File: config.mk
export PLATFORM = sky130hd
export DESIGN_NAME = pipe_stage_reg
export DESIGN_NICKNAME = d
export VERILOG_FILES = /design/src/rtl/pipe_stage_reg_pkg.sv /design/src/rtl/pipe_stage_reg_sat_counter.sv /design/src/rtl/pipe_stage_reg.sv
export SDC_FILE = /design/constraint.sdc
export NUM_CORES = 1
export LEC_CHECK = 0
export BUFFER_PORTS_ARGS = -buffer_cell sky130_fd_sc_hd__buf_2
export CAP_MARGIN = 10
export CORE_MARGIN = 4
export CORE_UTILIZATION = 45
export CTS_CLUSTER_DIAMETER = 30
export CTS_CLUSTER_SIZE = 25
export DETAILED_ROUTE_END_ITERATION = 10
export GPL_TIMING_DRIVEN = 0
export PLACE_DENSITY_LB_ADDON = 0.05
export SLEW_MARGIN = 10
export SYNTH_ARGS = -nofsm -noshare
export SYNTH_HDL_FRONTEND = slang
export SYNTH_SLANG_ARGS = --single-unit
File: constraint.sdc
create_clock -name clk -period 6.3 [get_ports clk]
set_input_delay 0.63 -clock clk [delete_from_list [all_inputs] [get_ports clk]]
set_output_delay 0.63 -clock clk [all_outputs]
set_load 0.02 [all_outputs]
File: src/rtl/pipe_stage_reg_pkg.sv
// Shared constants and types for the generic inter-stage pipeline register.
package pipe_stage_reg_pkg;

    localparam int unsigned DataWidth = 32;

    localparam logic Stop   = 1'b1;
    localparam logic NoStop = 1'b0;

    localparam int unsigned LANE_PC  = 0;
    localparam int unsigned LANE_INS = 1;

    typedef enum logic [1:0] {
        ACT_HOLD   = 2'd0,
        ACT_LOAD   = 2'd1,
        ACT_BUBBLE = 2'd2
    } action_e;

endpackage

File: src/rtl/pipe_stage_reg_sat_counter.sv
// Saturating up-counter with synchronous clear that overrides increment.
module sat_counter #(
    parameter int unsigned W = 16
) (
    input  logic         clk,
    input  logic         rst,
    input  logic         clr,
    input  logic         inc,
    output logic [W-1:0] q
);

    logic [W-1:0] r_q;

    always_ff @(posedge clk or posedge rst) begin
        if (rst) begin
            r_q <= '0;
        end else if (clr) begin
            r_q <= '0;
        end else if (inc && (r_q != '1)) begin
            r_q <= r_q + W'(1);
        end
    end

    assign q = r_q;

endmodule

File: src/rtl/pipe_stage_reg.sv
// Parametrised pipeline stage register: load / hold / bubble / flush with
// per-lane keep masking and saturating stall and bubble counters.
module pipe_stage_reg
    import pipe_stage_reg_pkg::*;
#(
    parameter int unsigned        DATA_W    = DataWidth,
    parameter int unsigned        LANES     = 2,
    parameter int unsigned        STOP_W    = 6,
    parameter int unsigned        STAGE     = 1,
    parameter logic [LANES-1:0]   KEEP_MASK = '0,
    parameter int unsigned        CNT_W     = 16
) (
    input  logic                      clk,
    input  logic                      rst,
    input  logic [STOP_W-1:0]         stop,
    input  logic                      flush,
    input  logic                      in_valid,
    input  logic [LANES*DATA_W-1:0]   in_data,
    input  logic                      cnt_clr,
    output logic                      out_valid,
    output logic [LANES*DATA_W-1:0]   out_data,
    output logic [CNT_W-1:0]          stall_cnt,
    output logic [CNT_W-1:0]          bubble_cnt
);

    generate
        if (STAGE + 1 >= STOP_W) begin : g_bad_stage
            $error("pipe_stage_reg: STAGE+1 must be below STOP_W");
        end
        if (LANES < 1) begin : g_bad_lanes
            $error("pipe_stage_reg: LANES must be at least 1");
        end
    endgenerate

    logic    w_stall;
    logic    w_down_stall;
    logic    w_stall_bubble;
    action_e w_action;
    logic    r_valid;

    assign w_stall        = (stop[STAGE] == Stop);
    assign w_down_stall   = (stop[STAGE+1] == Stop);
    assign w_stall_bubble = !flush && w_stall && !w_down_stall;

    // Strict-priority action select: flush, stall-bubble, load, hold.
    always_comb begin
        w_action = ACT_HOLD;
        if (flush) begin
            w_action = ACT_BUBBLE;
        end else if (w_stall_bubble) begin
            w_action = ACT_BUBBLE;
        end else if (!w_stall) begin
            w_action = ACT_LOAD;
        end
    end

    always_ff @(posedge clk or posedge rst) begin
        if (rst) begin
            r_valid <= 1'b0;
        end else begin
            case (w_action)
                ACT_LOAD:   r_valid <= in_valid;
                ACT_BUBBLE: r_valid <= 1'b0;
                default:    r_valid <= r_valid;
            endcase
        end
    end

    assign out_valid = r_valid;

    for (genvar gi = 0; gi < LANES; gi++) begin : g_lane
        logic [DATA_W-1:0] r_lane;

        // Kept lanes (e.g. pc) survive a bubble so exceptions stay attributable.
        always_ff @(posedge clk or posedge rst) begin
            if (rst) begin
                r_lane <= '0;
            end else begin
                case (w_action)
                    ACT_LOAD:   r_lane <= in_data[gi*DATA_W +: DATA_W];
                    ACT_BUBBLE: r_lane <= KEEP_MASK[gi] ? r_lane : '0;
                    default:    r_lane <= r_lane;
                endcase
            end
        end

        assign out_data[gi*DATA_W +: DATA_W] = r_lane;
    end

    sat_counter #(.W(CNT_W)) u_stall_cnt (
        .clk (clk),
        .rst (rst),
        .clr (cnt_clr),
        .inc (w_stall),
        .q   (stall_cnt)
    );

    sat_counter #(.W(CNT_W)) u_bubble_cnt (
        .clk (clk),
        .rst (rst),
        .clr (cnt_clr),
        .inc (w_stall_bubble),
        .q   (bubble_cnt)
    );

endmodule

==> out/metrics.yaml, run 1 <==
outcome:
  status: "completed"
synth:
  yosysWarnings: 0
  syn_avg_cell_area_um2: 11.71
  ys_seq_area_frac: 0.5805
  postSynth.asyncResetShare: 1.000
  netlist_area_um2: 4182
  synth_cells: 357
  yosys.area.top_type: "dfrtp_1"
  synthFlopType: "dfrtp_1"
  synth_edf_count: 0
  synth_area_leaders: "dfrtp_1 58%, a22o_1 13%, a21oi_1 2.8%, clkbuf_1 1.5%, nand4_1 1.5%"
  syn_nets: 435
  synth.top_cell.area_share: 0.5805
  yosysUniqueCellTypes: 46
  yosys_register_bits: 97
routing:
  ant_nets: 0
  drt-total-wl_mm: 11.13
  dr.pass1.iters: 4
  drt_iter0_markers: 145
  post_drt_wl_per_cell_um: 17.20
  dr_total_vias: 3632
  via_per_inst: 5.614
  drc: 0
floorplan:
  die_height_um: 104.4
  io_pins: 172
  die_w_um: 104.4
  start_util: 0.4703
  die-area_um2: 10900
  fp-row-count: 34
  coreArea_um2: 8891
finish:
  stdcell_count: 647
  mostFrequentLayoutCells: "166 x buf_2, 97 x dfrtp_1, 64 x a22o_1"
  nets: 613
  layout_commonest_cell: "buf_2"
  drive_gt1_frac: 0.3655
  n_antenna_cell: 0
  postLayoutCoreUtil: 0.6023
  area_growth_pct: 28.07
placement:
  dp_hpwl_mm: 8.421
  gp_congestion: 0.8132
  dp_slack_ps: 3468
  port_buffers: 166
  dp.cells: 632
cts:
  cts_setup_buffers: 0
  worstSkewPairLatency_ps: 350
  cts_tree: "yes"
  cts.htree.levels: 3
  clkTransAtPathRegs_ps: 90
  cts_hold_buf: 0
  cts_sinks: 97
  root_buffer: "clkbuf_8"
  cts_resized: 0
  cts_buffer_depth: 2
  numCtsBuffers: 9
power:
  switching_power_mw: 0.4104
  power_density_nw_per_um2: 257.2
  seq_power_share: 0.517
  p_leak_nw: 2.687
  p_int_mw: 0.9671
  swShare: 0.2979
  max-vdd-ir-drop_v: 0.0001402
  clock_power_share: 0.281
  comb_power_share: 0.202
timing:
  finClkSkew_ps: 7.620
  final.period_utilization: 0.3876
  whs_ps: 409.8
  setup_violations: 0
  rsz0062_at_grt: "no"
  hold_viol_final: 0
  min_period_ps: 2442
  max_freq_mhz: 409.5
  tightest_slew_ps: 966.0
  tns_ps: 0
  slew_violations: 0
  finalWorstSetupSlack_ps: 3858
  slew_headroom: 0.3501
grt:
  grt_pass1_vias: 3668
  grt.total_usage: 0.2056
  grt_max_degree: 61
  antenna_found_initial: 0
  grt_overflow: 0
  grt_pass1_wl_mm: 18.22
hold_path:
  worstHoldPathType: "in2async"
worst_setup_path:
  endpoint_kind: "flip-flop"
  critPathKind: "in2reg"
  arrival_ps: 2730
  required_ps: 6590
  crit_path_start_kind: "primary input"
  crit_path_max_fanout: 10
flow_run:
  maxCapViolCount: 0
-- state kept, by name, indices dropped and copies added, names as in the netlist --
register,count
u_stall_cnt.q,16
g_lane.r_lane,64
u_bubble_cnt.q,16
out_valid,1
-- metrics by stage --
stage,cell area (um^2),power (mW)
6_report,5355,1.377
3_3_place_gp,5147,1.000
5_1_grt,5355,1.449
4_1_cts,5355,1.396
3_5_place_dp,5170,1.006
2_1_floorplan,4182,0.8889
-- area by class of cell --
type	count	area [um^2]
Buffer	21	98.84
Clock buffer	10	127.6
Clock inverter	5	57.56
Fill cell	799	3536
Inverter	9	36.28
Multi-Input combinational cell	230	1622
Sequential cell	97	2427
Tap cell	108	135.1
Timing Repair Buffer	167	850.8
-- Yosys cell counts (6+ instances only) --
library cell  number
o21ai_0            9
nand4_1           10
or3_1              6
a22o_1            64
inv_1              9
or4_1              6
dfrtp_1           97
a21oi_1           23
nand2_1           12
nand3_1           11
nor3_1             6
clkbuf_1          17
nor4_1             7
o31ai_1            6
and4_1             6
nor2_1            15
-- per-layer routing --
metal	part of all wire	routed length [um]	track usage	vias to the layer above
met5	0	0	0	-
met4	0.016	181	0.06838	0
met3	0.085	943	0.06642	16
met2	0.47	5233	0.3233	140
met1	0.43	4773	0.2693	1744
li1	-	-	-	1732
-- power groups by stage --
stage | Sequential (mW) | Combinational [mW] | Clock (mW)
after floorplan | 0.794 | 0.0950 | 0
after global placement | 0.723 | 0.278 | 0
after detailed placement | 0.721 | 0.285 | 0
after CTS | 0.712 | 0.283 | 0.401
after global routing | 0.720 | 0.301 | 0.428
final | 0.712 | 0.278 | 0.387
-- worst paths after layout --
| kind | from | end | slack [ps] | cells after the start |
|---|---|---|---|---|
| setup / recovery | stop[1] | g_lane[0].r_lane[31]$_DFFE_PP0P_ | 3860 | 7 |
| hold / removal | rst | u_stall_cnt.q[0]$_DFFE_PP0P_ | 410 | 2 |
| setup reg to reg | u_bubble_cnt.q[0]$_DFFE_PP0P_ | u_bubble_cnt.q[10]$_DFFE_PP0P_ | 4180 | 6 |
| hold reg to reg | g_lane[0].r_lane[30]$_DFFE_PP0P_ | g_lane[0].r_lane[30]$_DFFE_PP0P_ | 490 | 2 |
| max in group asynchronous | rst | g_lane[0].r_lane[6]$_DFFE_PP0P_ | 5220 | 3 |
| min in group clk | in_data[39] | g_lane[1].r_lane[7]$_DFFE_PP0P_ | 490 | 2 |
-- critical path: stages --
cell and delay, ps:
buf_2 110, buf_4 170, or2_2 300, ha_1 330
nor2_1 540, clkbuf_1 440, a22o_1 210
-- logic make-up (layout without fill, tap and decap cells) --
logic type,Yosys count,in the layout,synth area share
AOI/OAI and AO/OA,120,120,0.2178
xor gates and xnor gates,1,1,0.002095
adders and majority gates,3,3,0.008978
buffers and inverters,30,212,0.03172
DFF,97,97,0.5805
muxes,5,5,0.01317
and+or+nand+nor,101,101,0.1457
(Power assumes the default switching activity.)
==> run 2: changes to the inputs <==
Settings changed: ABC_AREA from default to 1.
Clock period 6.3 ns to 2.32 ns, I/O delays scaled along.
==> out/metrics.yaml, run 2 <==
outcome:
  status: "completed"
synth:
  synth_area_leaders: "dfrtp_1 51%, nand2_1 13%, inv_1 8.1%, o21ai_0 6.8%, nand3_1 5.5%"
  synth_cells: 601  # +68%
  synthFlopType: "dfrtp_1"
  synth_edf_count: 0  # unchanged
  syn_nets: 679  # +56%
  yosys.area.top_type: "dfrtp_1"
  ys_seq_area_frac: 0.5104  # -0.07010
  netlist_area_um2: 4756  # +14%
  yosysMostFrequentCell: "nand2_1"
  yosysWarnings: 0  # unchanged
  yosys_register_bits: 97  # unchanged
  syn_avg_cell_area_um2: 7.913  # -32%
  synth.top_cell.area_share: 0.5104  # -0.07010
  postSynth.asyncResetShare: 1.000  # unchanged
  yosysUniqueCellTypes: 23  # -50%
  synthTopCellsByCount: "169 x nand2_1, 103 x inv_1, 97 x dfrtp_1"
floorplan:
  start_util: 0.4607  # -0.009635
  io_pins: 172  # unchanged
  die_height_um: 110.8  # +6.1%
  die-area_um2: 12280  # +13%
  coreArea_um2: 10320  # +16%
  die_w_um: 110.8  # +6.1%
  fp-row-count: 37  # +8.8%
cts:
  worstSkewPairLatency_ps: 360  # about the same
  root_buffer: "clkbuf_8"
  cts_buffer_depth: 2  # unchanged
  cts_resized: 0  # unchanged
  cts_setup_buffers: 0  # unchanged
  cts_sinks: 97  # unchanged
  clkTransAtPathRegs_ps: 90  # about the same
  cts_hold_buf: 0  # unchanged
  numCtsBuffers: 9  # unchanged
  cts.htree.levels: 3  # unchanged
  cts_tree: "yes"
finish:
  layout_commonest_cell: "buf_2"
  nets: 859  # +40%
  area_growth_pct: 25.70
  regMostFlops: "g_lane.r_lane"
  stdcell_count: 922  # +43%
  n_antenna_cell: 0  # unchanged
  fin_area_um2: 5978  # +12%
  mostFrequentLayoutCells: "170 x buf_2, 169 x nand2_1, 102 x inv_1"
  drive_gt1_frac: 0.2748  # -0.09068
  largest_register_ffs: 64  # unchanged
power:
  power_density_nw_per_um2: 620.5  # +140%
  p_leak_nw: 3.338  # +24%
  max-vdd-ir-drop_v: 0.0004108  # +190%
grt:
  antenna_found_initial: 1  # +1
  grt_pass1_wl_mm: 20.22  # +11%
  grt_pass1_vias: 4119  # +12%
  use_met3: 0.06004  # -0.006375
  grt-busiest-layer: "met2"
  grt.total_usage: 0.1988  # -0.006809
  grt_max_degree: 40  # -34%
  globalRouteMet1Util: 0.2487  # -0.02058
  grt_overflow: 0  # unchanged
  grtUsageMet2: 0.3313  # +0.007971
hold_path:
  worstHoldPathType: "in2async"
worst_setup_path:
  crit_path_max_fanout: 10  # unchanged
  rr_endpoint: "u_stall_cnt.q[9]$_DFFE_PP0P_"
  setup.worst_path.end: "g_lane[1].r_lane[10]$_DFFE_PP0P_"
  max_stage_delay_ps: 310  # -230 ps
  ff2ff_setup_slack_ps: 700  # -3480 ps
  worst_path_max_delay_cell: "or2_2"
  required_ps: 2590  # -4000 ps
  arrival_ps: 2010  # -720 ps
  critPathKind: "in2reg"
  crit_path_start: "stop[1]"
  path_cells: "buf_2 -> inv_2 -> nor3_2 -> inv_1 -> nand2_1 -> ha_1 -> or2_2 -> buf_2 -> clkbuf_1 -> o21ai_0"
  rr_worst_depth: 6  # unchanged
  r2r_start: "u_stall_cnt.q[1]$_DFFE_PP0P_"
  crit_path_start_kind: "primary input"
  endpoint_kind: "flip-flop"
  crit_top_cell: "buf_2"
routing:
  post_drt_wl_per_cell_um: 13.09  # -24%
  drt_iter0_markers: 222  # +53%
  drc: 0  # unchanged
  via_per_inst: 4.637  # -17%
  dr_total_vias: 4275  # +18%
  dr.pass1.iters: 4  # unchanged
  drt-total-wl_mm: 12.07  # +8.4%
  ant_nets: 0  # unchanged
flow_run:
  maxCapViolCount: 0  # unchanged
placement:
  gp_congestion: 0.8533  # +4.9%
  dp.cells: 906  # +43%
  port_buffers: 167  # +0.60%
  dp_hpwl_mm: 9.287  # +10%
  place_area_um2: 5806  # +12%
timing:
  slew_headroom: 0.4509  # +0.1008
  tightest_slew_ps: 821.9  # -144.1 ps
  final.period_utilization: 0.7493
  rsz0062_at_grt: "no"
  finClkSkew_ps: 4.589  # -3.031 ps
  hold_viol_final: 0  # unchanged
  whs_ps: 22.69  # -387.1 ps
  max_freq_mhz: 575.3
  slew_violations: 0  # unchanged
  setup_violations: 0  # unchanged
  tns_ps: 0  # unchanged
  min_period_ps: 1738
[run 2: cell types whose count changed in the layout (fill, tap and decap cells not counted), sizes merged, moves of 24 or more]
cell   previous run  this run
o21ai             9        83
nor2             15        39
nand3            11        54
nand2            12       174
inv               9       104
a22o             64         0
[run 2: cell type report]
type,instances,area [um^2]
well taps,136,170.2
clock inverters,5,41.29
inverters,104,394.1
multi-input cells,380,1844
repair buffers,169,875.8
clock buffers,11,131.4
fillers,975,4345
flip-flops and latches,97,2427
plain buffers,20,93.84
[run 2: critical path, delay by kind of cell]
family	cells	cell delay, ps
adders and majority gates	1	240
AOI/OAI and AO/OA	1	200
buffers and inverters	5	750
and+or+nand+nor	3	580
[run 2: how the worst min path moves through the flow]
stage | from | end | slack [ps] | cells after the start
final | rst | u_bubble_cnt.q[15]$_DFFE_PP0P_ | 20 | 2
after global routing | rst | g_lane[0].r_lane[28]$_DFFE_PP0P_ | 70 | 2
after CTS | rst | g_lane[0].r_lane[29]$_DFFE_PP0P_ | 30 | 2
after detailed placement | rst | u_bubble_cnt.q[14]$_DFFE_PP0P_ | 440 | 2
after global placement | out_valid$_DFFE_PP0P_ | out_valid$_DFFE_PP0P_ | 460 | 2
after floorplan | in_data[15] | g_lane[0].r_lane[15]$_DFFE_PP0P_ | 370 | 2
[run 2: metrics by stage]
stage | setup slack (ps) | power, mW | utilization
global route | 377.1 | 3.936 | 0.5791
finish | 581.6 | 3.710 | 0.5791
detailed placement | 158.2 | 2.759 | 0.5624
CTS | 551.9 | 3.765 | 0.5791
floorplan | 617.3 | 2.414 | -
global placement | 163.0 | 2.737 | 0.5585
[run 2: layer usage]
metal	part of all wire	routed length, um
met1	0.43	5146
met4	0.0093	112
met3	0.079	954
met5	0.00058	7
met2	0.48	5848
[run 2: cells by family (layout without fill, tap and decap cells)]
kind of cell,count (synthesis),in the layout,share of synthesized area
AO/OA/AOI/OAI,83,83,0.08813
XOR/XNOR,12,12,0.02210
adder cells (fa/ha/maj),3,3,0.007894
AND/OR/NAND/NOR,282,282,0.2697
flip-flops,97,97,0.5104
buffers and inverters,124,309,0.1018
[run 2: where the power goes]
part | total (mW) | leakage, nW | switching (mW) | internal, mW
Sequential | 1.94 | 1.28 | 0.0885 | 1.85
Combinational | 0.770 | 1.98 | 0.521 | 0.249
Clock | 1.00 | 0.0801 | 0.601 | 0.399
